## src/rtl/anc_pkg.sv

```systemverilog
// Shared ANC datapath definitions: default filter geometry, sample/weight types
// and the tap-sequencer state encoding used by the MAC, LMS update and sequencer.
package anc_pkg;

  localparam int NTAPS = 32;
  localparam int DW    = 11;
  localparam int AW    = 5;

  typedef logic [DW-1:0] sample_t;
  typedef logic [DW-1:0] weight_t;

  typedef enum logic [1:0] {
    IDLE  = 2'd0,
    SYNC  = 2'd1,
    FEED  = 2'd2,
    DRAIN = 2'd3
  } state_t;

endpackage

```

## src/rtl/anc_tap_ram.sv

```systemverilog
// Simple dual-port synchronous RAM, one write and one registered read port, write-first.
// A read cycle without rd_en returns zero so the read register doubles as a gated output.
module anc_tap_ram
  import anc_pkg::*;
#(
  parameter int DATA_W = 11,
  parameter int ADDR_W = 5
) (
  input  logic              clk,
  input  logic              rst_n,
  input  logic              wr_en,
  input  logic [ADDR_W-1:0] wr_addr,
  input  logic [DATA_W-1:0] wr_data,
  input  logic              rd_en,
  input  logic [ADDR_W-1:0] rd_addr,
  output logic [DATA_W-1:0] rd_data
);

  logic [DATA_W-1:0] mem [2**ADDR_W];
  logic [DATA_W-1:0] rd_data_q;
  logic [DATA_W-1:0] rd_data_d;

  // Array contents are never reset so the weights survive a reset.
  always_ff @(posedge clk) begin
    if (wr_en) begin
      mem[wr_addr] <= wr_data;
    end
  end

  always_comb begin
    rd_data_d = '0;
    if (rd_en) begin
      rd_data_d = (wr_en && (wr_addr == rd_addr)) ? wr_data : mem[rd_addr];
    end
  end

  always_ff @(posedge clk or negedge rst_n) begin
    if (!rst_n) begin
      rd_data_q <= '0;
    end else begin
      rd_data_q <= rd_data_d;
    end
  end

  assign rd_data = rd_data_q;

endmodule

```

## src/rtl/anc_tap_sequencer.sv

```systemverilog
// Tap-feed sequencer for the ANC FIR MAC: keeps the sample delay line and weight RAM,
// and streams (x[n-k], w[k]) pairs inside a FilterEN window after every new sample.
module anc_tap_sequencer
  import anc_pkg::*;
#(
  parameter int NTAPS = anc_pkg::NTAPS,
  parameter int AW    = $clog2(NTAPS),
  parameter int DW    = anc_pkg::DW
) (
  input  logic          Clk_100M,
  input  logic          Reset_N,
  input  logic [DW-1:0] Sample_In,
  input  logic          Sample_Vld_In,
  input  logic          Wz_Wr_En_In,
  input  logic [AW-1:0] Wz_Wr_Addr_In,
  input  logic [DW-1:0] Wz_Wr_Data_In,
  output logic [DW-1:0] Sig_Out,
  output logic [DW-1:0] Wz_Out,
  output logic          FilterEN_Out,
  output logic          Synch_Out,
  output logic          Busy_Out,
  output logic          Done_Out,
  output logic          Overrun_Out
);

  localparam logic [AW-1:0] LAST_K = AW'(NTAPS - 1);

  state_t        state_q, state_d;
  logic [AW-1:0] wr_ptr_q, wr_ptr_d;
  logic [AW-1:0] base_q, base_d;
  logic [AW-1:0] k_q, k_d;
  logic [AW-1:0] scrub_cnt_q, scrub_cnt_d;
  logic          scrub_q, scrub_d;
  logic          filter_en_q, filter_en_d;
  logic          synch_q, synch_d;
  logic          busy_q, busy_d;
  logic          done_q, done_d;
  logic          overrun_q, overrun_d;

  logic          accept;
  logic          dl_wr_en;
  logic [AW-1:0] dl_wr_addr;
  logic [DW-1:0] dl_wr_data;
  logic          rd_en;
  logic [AW-1:0] rd_k;

  always_comb begin
    state_d     = state_q;
    wr_ptr_d    = wr_ptr_q;
    base_d      = base_q;
    k_d         = k_q;
    scrub_cnt_d = scrub_cnt_q;
    scrub_d     = scrub_q;
    overrun_d   = overrun_q;
    dl_wr_en    = 1'b0;
    dl_wr_addr  = wr_ptr_q;
    dl_wr_data  = Sample_In;
    rd_en       = 1'b0;
    rd_k        = k_q + AW'(1);
    accept      = Sample_Vld_In && (state_q == IDLE) && !scrub_q;

    // Post-reset sweep zeroes one delay slot per cycle; samples are refused meanwhile.
    if (scrub_q) begin
      dl_wr_en    = 1'b1;
      dl_wr_addr  = scrub_cnt_q;
      dl_wr_data  = '0;
      scrub_cnt_d = scrub_cnt_q + AW'(1);
      if (scrub_cnt_q == LAST_K) begin
        scrub_d = 1'b0;
      end
    end

    if (Sample_Vld_In && !accept) begin
      overrun_d = 1'b1;
    end

    case (state_q)
      IDLE: begin
        if (accept) begin
          dl_wr_en = 1'b1;
          wr_ptr_d = wr_ptr_q + AW'(1);
          base_d   = wr_ptr_q;
          state_d  = SYNC;
        end
      end
      SYNC: begin
        rd_en   = 1'b1;
        rd_k    = '0;
        k_d     = '0;
        state_d = FEED;
      end
      FEED: begin
        // Prefetch tap k+1 so its data lands exactly when the counter reaches it.
        if (k_q == LAST_K) begin
          state_d = DRAIN;
        end else begin
          rd_en = 1'b1;
          k_d   = k_q + AW'(1);
        end
      end
      default: begin
        state_d = IDLE;
      end
    endcase

    filter_en_d = (state_d == SYNC) || (state_d == FEED);
    synch_d     = (state_d == SYNC);
    done_d      = (state_d == DRAIN);
    busy_d      = scrub_q || (state_d != IDLE);
  end

  always_ff @(posedge Clk_100M or negedge Reset_N) begin
    if (!Reset_N) begin
      state_q     <= IDLE;
      wr_ptr_q    <= '0;
      base_q      <= '0;
      k_q         <= '0;
      scrub_cnt_q <= '0;
      scrub_q     <= 1'b1;
      filter_en_q <= 1'b0;
      synch_q     <= 1'b0;
      busy_q      <= 1'b0;
      done_q      <= 1'b0;
      overrun_q   <= 1'b0;
    end else begin
      state_q     <= state_d;
      wr_ptr_q    <= wr_ptr_d;
      base_q      <= base_d;
      k_q         <= k_d;
      scrub_cnt_q <= scrub_cnt_d;
      scrub_q     <= scrub_d;
      filter_en_q <= filter_en_d;
      synch_q     <= synch_d;
      busy_q      <= busy_d;
      done_q      <= done_d;
      overrun_q   <= overrun_d;
    end
  end

  anc_tap_ram #(.DATA_W(DW), .ADDR_W(AW)) u_delay_ram (
    .clk     (Clk_100M),
    .rst_n   (Reset_N),
    .wr_en   (dl_wr_en),
    .wr_addr (dl_wr_addr),
    .wr_data (dl_wr_data),
    .rd_en   (rd_en),
    .rd_addr (base_q - rd_k),
    .rd_data (Sig_Out)
  );

  anc_tap_ram #(.DATA_W(DW), .ADDR_W(AW)) u_weight_ram (
    .clk     (Clk_100M),
    .rst_n   (Reset_N),
    .wr_en   (Wz_Wr_En_In),
    .wr_addr (Wz_Wr_Addr_In),
    .wr_data (Wz_Wr_Data_In),
    .rd_en   (rd_en),
    .rd_addr (rd_k),
    .rd_data (Wz_Out)
  );

  assign FilterEN_Out = filter_en_q;
  assign Synch_Out    = synch_q;
  assign Busy_Out     = busy_q;
  assign Done_Out     = done_q;
  assign Overrun_Out  = overrun_q;

endmodule
```

## config.mk

```make
export PLATFORM = sky130hd
export DESIGN_NAME = anc_tap_sequencer
export DESIGN_NICKNAME = d
export VERILOG_FILES = /design/src/rtl/anc_pkg.sv /design/src/rtl/anc_tap_ram.sv /design/src/rtl/anc_tap_sequencer.sv
export SDC_FILE = /design/constraint.sdc
export NUM_CORES = 1
export LEC_CHECK = 0
export CORE_MARGIN = 2
export CORE_UTILIZATION = 54
export CTS_CLUSTER_SIZE = 16
export DETAILED_ROUTE_END_ITERATION = 12
export HOLD_SLACK_MARGIN = 0.08
export PLACE_DENSITY = 0.71
export SYNTH_ARGS = -nofsm -noshare
export SYNTH_HDL_FRONTEND = slang
export SYNTH_SLANG_ARGS = --single-unit
```

## constraint.sdc

```tcl
create_clock -name Clk_100M -period 5.1 [get_ports Clk_100M]
set_input_delay 1.02 -clock Clk_100M [delete_from_list [all_inputs] [get_ports Clk_100M]]
set_output_delay 1.02 -clock Clk_100M [all_outputs]
set_load 0.01 [all_outputs]
```

## Yosys cells after proc, flatten, opt, wreduce, memory -nomap -nowiden

Memories as Yosys holds them, arrays and structs flattened.
Cells that the tools add are included.

- $add $sub $neg: 4
- Shifts and indexed selects: 0
- Div/mod/pow operators: 0
- Eq/ne operators: 10
- Reduce and logical (&&, ||, !) cells: 14
- Bitwise operators: 0
- Multipliers: 0
- Multiplexer cells: 23
- $lt $le $gt $ge: 0

Operator list:

| cell | number |
|---|---|
| two-way mux 11 bit | 5 |
| adder 5 x 1 -> 5 bit, second input constant | 3 |
| two-way mux 5 bit | 3 |
| == test 5 bit | 2 |
| == test 5 bit, second input constant | 2 |
| two-way mux 1 bit | 10 |
| one-hot mux 5 bit (2 select lines) | 1 |
| == test 2 bit, second input constant | 3 |
| one-hot mux 2 bit (3 select lines) | 1 |
| logical AND 1 bit | 5 |
| subtractor 5 bit | 1 |
| == test 2 x 1 -> 1 bit, second input constant | 2 |
| two-way mux 2 bit | 2 |
| AND reduction 2 bit | 2 |
| nonzero test 2 bit | 2 |
| zero test 1 bit | 2 |
| zero test 2 bit | 1 |
| logical OR 1 bit | 2 |
| != test 2 bit, second input constant | 1 |
| one-hot mux 1 bit (2 select lines) | 1 |

- Memory bits (writable): 704
- Logic and storage cells: 66
- Memories: 2
- Latch bits: 0
- Register bits after elaboration: 50
- Memory bits (read-only): 0

Memory list:

| memory | depth | width | rd ports | clocked after Yosys merged registers in | wr ports | line | source |
|---|---|---|---|---|---|---|---|
| u_delay_ram.mem | 32 | 11 | 1 | 0 | 1 | anc_tap_ram.sv:19 | `logic [DATA_W-1:0] mem [2**ADDR_W];` |
| u_weight_ram.mem | 32 | 11 | 1 | 0 | 1 | anc_tap_ram.sv:19 |  |

## Logic depth before layout (Yosys ltp)

- Depth in word-level cells: 8
- Gate-level depth with buffers: 18
- Depth with buffers taken out: 12

## Modules after synthesis

A second synthesis with hierarchy kept.

- Cell total of the unflattened synthesis: 1854
- Area total of the unflattened synthesis: 30465.5 µm²

Modules (own cells, without submodules):

| module | instances | seq. area each (µm²) | cells an instance | area an instance (µm²) |
|---|---|---|---|---|
| anc_tap_ram | 2 | 10845.4 | 850 | 14423.8 |
| anc_tap_sequencer | 1 | 701.9 | 154 | 1617.8 |

## Worst setup path after synthesis

Ideal clock, no wire load.

- Path kind: register -> register
- From: reg k_q[0]
- To: reg u_delay_ram.rd_data_q[9] (netlist: u_delay_ram.rd_data[9])
- Arrival: 3827 ps
- Buffers on the path: 6
- Cell stages (with the launch flop): 16
- Setup time: 119 ps
- Setup slack: 1154 ps
- Cells stage by stage: dfrtp_1 ha_1 buf_2 nand2b_1 clkbuf_1 inv_1 clkbuf_1 clkbuf_1 fa_1 buf_2 buf_1 mux4_2 mux2i_1 nor3_1 or4_1 o21a_1

- Longest elaborated chain between the ends: 7

RTL lines:

| item | line | source |
|---|---|---|
| from (decl) | anc_tap_sequencer.sv:31 | `logic [AW-1:0] k_q, k_d;` |
| from (signal assigned) | anc_tap_sequencer.sv:129 | `k_q <= k_d;` |
| branches (longest 6 deep; another with memory (32 x 11 bit)) | -- |  |
| two-way mux 11 bit * | anc_tap_ram.sv:32 | `if (rd_en) begin` |
| named net u_delay_ram.rd_data_d[9] | anc_tap_ram.sv:21 | `logic [DATA_W-1:0] rd_data_d;` |
| to (signal assigned) | anc_tap_ram.sv:41 | `rd_data_q <= rd_data_d;` |
| to (decl) | anc_tap_ram.sv:20 | `logic [DATA_W-1:0] rd_data_q;` |

Mark *: on every way through the listed nets, which the timed path passes.
A chain may end at the register's enable or synchronous reset.

## Worst setup path in the final report

- From: reg state_q[1]
- To: reg u_delay_ram.rd_data_q[5] (netlist: u_delay_ram.rd_data[5])

- Longest elaborated chain between the ends: 8

RTL lines:

| item | line | source |
|---|---|---|
| from (decl) | anc_tap_sequencer.sv:28 | `state_t state_q, state_d;` |
| from (signal assigned) | anc_tap_sequencer.sv:126 | `state_q <= state_d;` |
| branches (longest 7 deep; another with memory (32 x 11 bit)) | -- |  |
| two-way mux 11 bit * | anc_tap_ram.sv:32 |  |
| named net u_delay_ram.rd_data_d[5] | anc_tap_ram.sv:21 |  |

Marks and branches as above.

==> summary.txt <==
CTS
  • Max H-tree Level: 3
  • TritonCTS clock tree: built
  • CTS max path bufs: 3
  • CTS Root Cell: clkbuf_16
  • CTS resizes: 0
  • Clk sinks: approximately 750
  • Clock Pin Slew Worst Setup and Hold Paths: 60 ps
  • Setup Buffers After CTS: 0
  • Hold buffer count at CTS: 0
  • Clock latency on the worst-skew pair: about 620 ps
  • CTS buffer count: 76

Timing
  • Period utilization: 0.8353
  • Hold Fails Final Rpt: 0
  • Slew @ Worst Pin: ~1300 ps
  • Min cycle time layout: 4260 ps
  • RSZ-0062 raised after global routing: false
  • Setup Skew: 21.99 ps
  • Max Freq: about 0.23 GHz
  • Setup violators final: 0
  • Fin Hold WS: roughly 470 ps
  • Fin Setup TNS: 0 ps
  • Rel. slew slack: 0.1207
  • Final WS setup: 839.8 ps
  • Slew Limit Fails: 0

Placement
  • PortBufs: 57
  • Post-DP Area: 32010 um^2
  • Hpwl dp: approximately 43000 um
  • Post-Place Setup Slack: 838.3 ps
  • Placed instance count: 2424
  • GPL Wtd Cong: approximately 0.91

Pwr
  • Power Density: 698.4 nW/um^2
  • Worst VDD drop: 630.2 uV
  • Sw Pwr: 8.991 mW
  • Clock power frac: 0.239
  • P_int: ~15 mW
  • Leak: 11.38 nW
  • Pwr Total: 24.17 mW
  • Sw Share: 0.3720
  • Comb pwr share: 0.468
  • Seq pwr share: 0.293

Run status
  • Status: completed

Floorplanning
  • Initial Utilization: 0.5477
  • Die boundary height: 240.9 um
  • Die extent in x: 240.9 um
  • Cell row count: 86
  • Die area: 58010 um^2
  • Ports: 58
  • Core Box Area: around 55000 um^2

Synth
  • Synth top area share: 0.6978
  • Post-Syn Area per Cell: around 19 um^2
  • FF+latch count, synth: 754
  • Post-Synthesis Net Count: about 1700
  • Gate Count Post-Synth: 1631
  • Top FF cell, synth: edfxtp_1
  • Largest area contributor in the netlist: edfxtp_1
  • Most used standard cell by instance count after synthesis: edfxtp_1
  • Synth unique cells: 69
  • EDFF count, synth: a little over 700
  • Yosys Warn Count: 0
  • Top cells by area, synth: edfxtp_1 (70%), mux4_2 (9.2%), dfrtp_1 (4.0%)
  • FFs w/ async S/R, synth: 0.06631
  • Sequential-to-total area share from yosys stat: 0.7392
  • List of most frequent post-synthesis cells: edfxtp_1 (704), mux4_2 (124), nor2_1 (85), mux2i_1 (59), nand2_1 (50)
  • Cell Area, Synth: slightly above 30000 um^2

Drt
  • DR pass1 iterations: 5
  • WL per Instance: 27.34 um
  • 1st-iter DRT viols: 2143
  • ANT nets after route: 0
  • Routed vias/inst: 6.368
  • Number of remaining DRC errors: 0
  • DRT Wirelength: 70140 um
  • Routed vias: 16330

Cells and area
  • Share of layout cells above drive strength 1: 0.2113
  • Final instance area: 34610 um^2
  • Filler Cells Inserted: 3843
  • Final std cells w/o fill: 2565
  • Area growth syn-to-layout: 14.24%
  • Diode count: 0
  • Final nets: 1802
  • Post-layout util: 0.6257

Critical path
  • Kind of critical path: flop to flop
  • Setup crit end: u_delay_ram.rd_data[5]
  • R2R cell count: 13
  • Reg-to-reg endpoint: u_delay_ram.rd_data[5]
  • Worst path arrival time: 4700 ps
  • CP startpoint: state_q[1]
  • Worst setup EP type: flop
  • R2R Setup Slk: around 840 ps
  • Worst Path Max Fanout: 42
  • R2R Path Start: state_q[1]
  • Startpoint Class: flop
  • Critical path required time: 5540 ps

Global route
  • Largest net degree at the start of global routing: 61
  • Total gr overflow: 0
  • Global-route usage over all layers: 0.2481
  • Vias in the first global route: approximately 16000
  • Global-route wire length before repair: 104300 um
  • Antenna violations before repair: 0

Hold path
  • Worst hold path class: flop to flop

Run
  • MaxCap Viol Count: 0
-- metal layers --
| metal | GRT usage | vias up | routed length, um |
|---|---|---|---|
| li1 | - | 6887 | - |
| met1 | 0.3646 | 8444 | 28910 |
| met2 | 0.3856 | 865 | 33310 |
| met3 | 0.03992 | 138 | 6062 |
| met4 | 0.08156 | 0 | 1856 |
| met5 | 0 | - | 0 |
-- critical path: stages, from the launching register on --
cell and delay (ps):
dfrtp_1 400, inv_1 90, ha_1 390, or2_1 250
inv_6 40, ha_4 160, fa_4 1030, buf_12 310
mux4_2 350, nor2b_1 170, a221oi_1 240, a211oi_1 100
nor4_1 440, a211oi_1 90
-- worst min-delay path by stage --
stage	cells after the start	startpoint	slack (ps)	to
floorplan	2	base_q[3]	450	base_q[3]
global placement	1	Overrun_Out	450	Overrun_Out
detailed placement	1	Overrun_Out	470	Overrun_Out
CTS	1	Overrun_Out	480	Overrun_Out
global route	1	Overrun_Out	490	Overrun_Out
finish	1	Overrun_Out	470	Overrun_Out
-- power groups by stage --
stage / clock network, mW / registers, mW / logic [mW]
after floorplan: 0 / 7.20 / 7.79
after global routing: 6.08 / 7.11 / 12.0
final: 5.77 / 7.09 / 11.3
after global placement: 0 / 7.21 / 11.1
after detailed placement: 0 / 7.22 / 11.2
after CTS: 5.85 / 7.09 / 11.2
-- cell usage in the layout (no fill, tap or decap), drive strengths merged, types with 8 or more instances in the layout --
master | Yosys | routed
edfxtp | 704 | 704
mux4 | 127 | 127
clkbuf | 41 | 95
buf | 56 | 86
nor2 | 85 | 85
mux2i | 59 | 59
clkdlybuf4s50 | 0 | 56
nand2 | 50 | 50
dfrtp | 49 | 49
nor3 | 46 | 46
a211oi | 38 | 38
inv | 32 | 34
o21ai | 31 | 31
a221oi | 30 | 30
a21oi | 29 | 29
mux2 | 27 | 27
clkinv | 0 | 25
nor2b | 24 | 24
nand2b | 16 | 16
nor4 | 16 | 16
ha | 16 | 16
o221ai | 14 | 14
a221o | 14 | 14
xnor2 | 14 | 14
bufinv | 0 | 11
o221a | 8 | 8
o22ai | 8 | 8
or3 | 8 | 8
clkinvlp | 0 | 8
-- cell families (layout without fill, tap and decap cells) --
kind of cell,Yosys count,in the layout,synth area share
DFF,754,754,0.7392
and+or+nand+nor,283,283,0.04692
muxes,213,213,0.1243
AOI/OAI and AO/OA,212,212,0.05237
buffers and inverters,129,315,0.02098
xor gates and xnor gates,23,23,0.008962
adders and majority gates,17,17,0.007269
-- state kept, by name, summed over array words and instances, names as in the netlist --
register and flops:
u_weight_ram.rd_data 11, u_delay_ram.mem 352, u_weight_ram.mem 352, Done_Out 1, scrub_q 1, u_delay_ram.rd_data 11, wr_ptr_q 5, FilterEN_Out 1
state_q 2, scrub_cnt_q 5, Overrun_Out 1, Busy_Out 1, k_q 5, base_q 5, Synch_Out 1
-- layout make-up --
class                           count  area [um^2]  area share
Inverter                           32        125.1    0.003615
Tap cell                          748        935.9     0.02704
Clock inverter                     46        544.3     0.01573
Clock buffer                       95         2057     0.05944
Sequential cell                   754        22400      0.6472
Timing Repair Buffer              142         1229     0.03550
Multi-Input combinational cell    748         7320      0.2115
(Power assumes the default switching activity.)
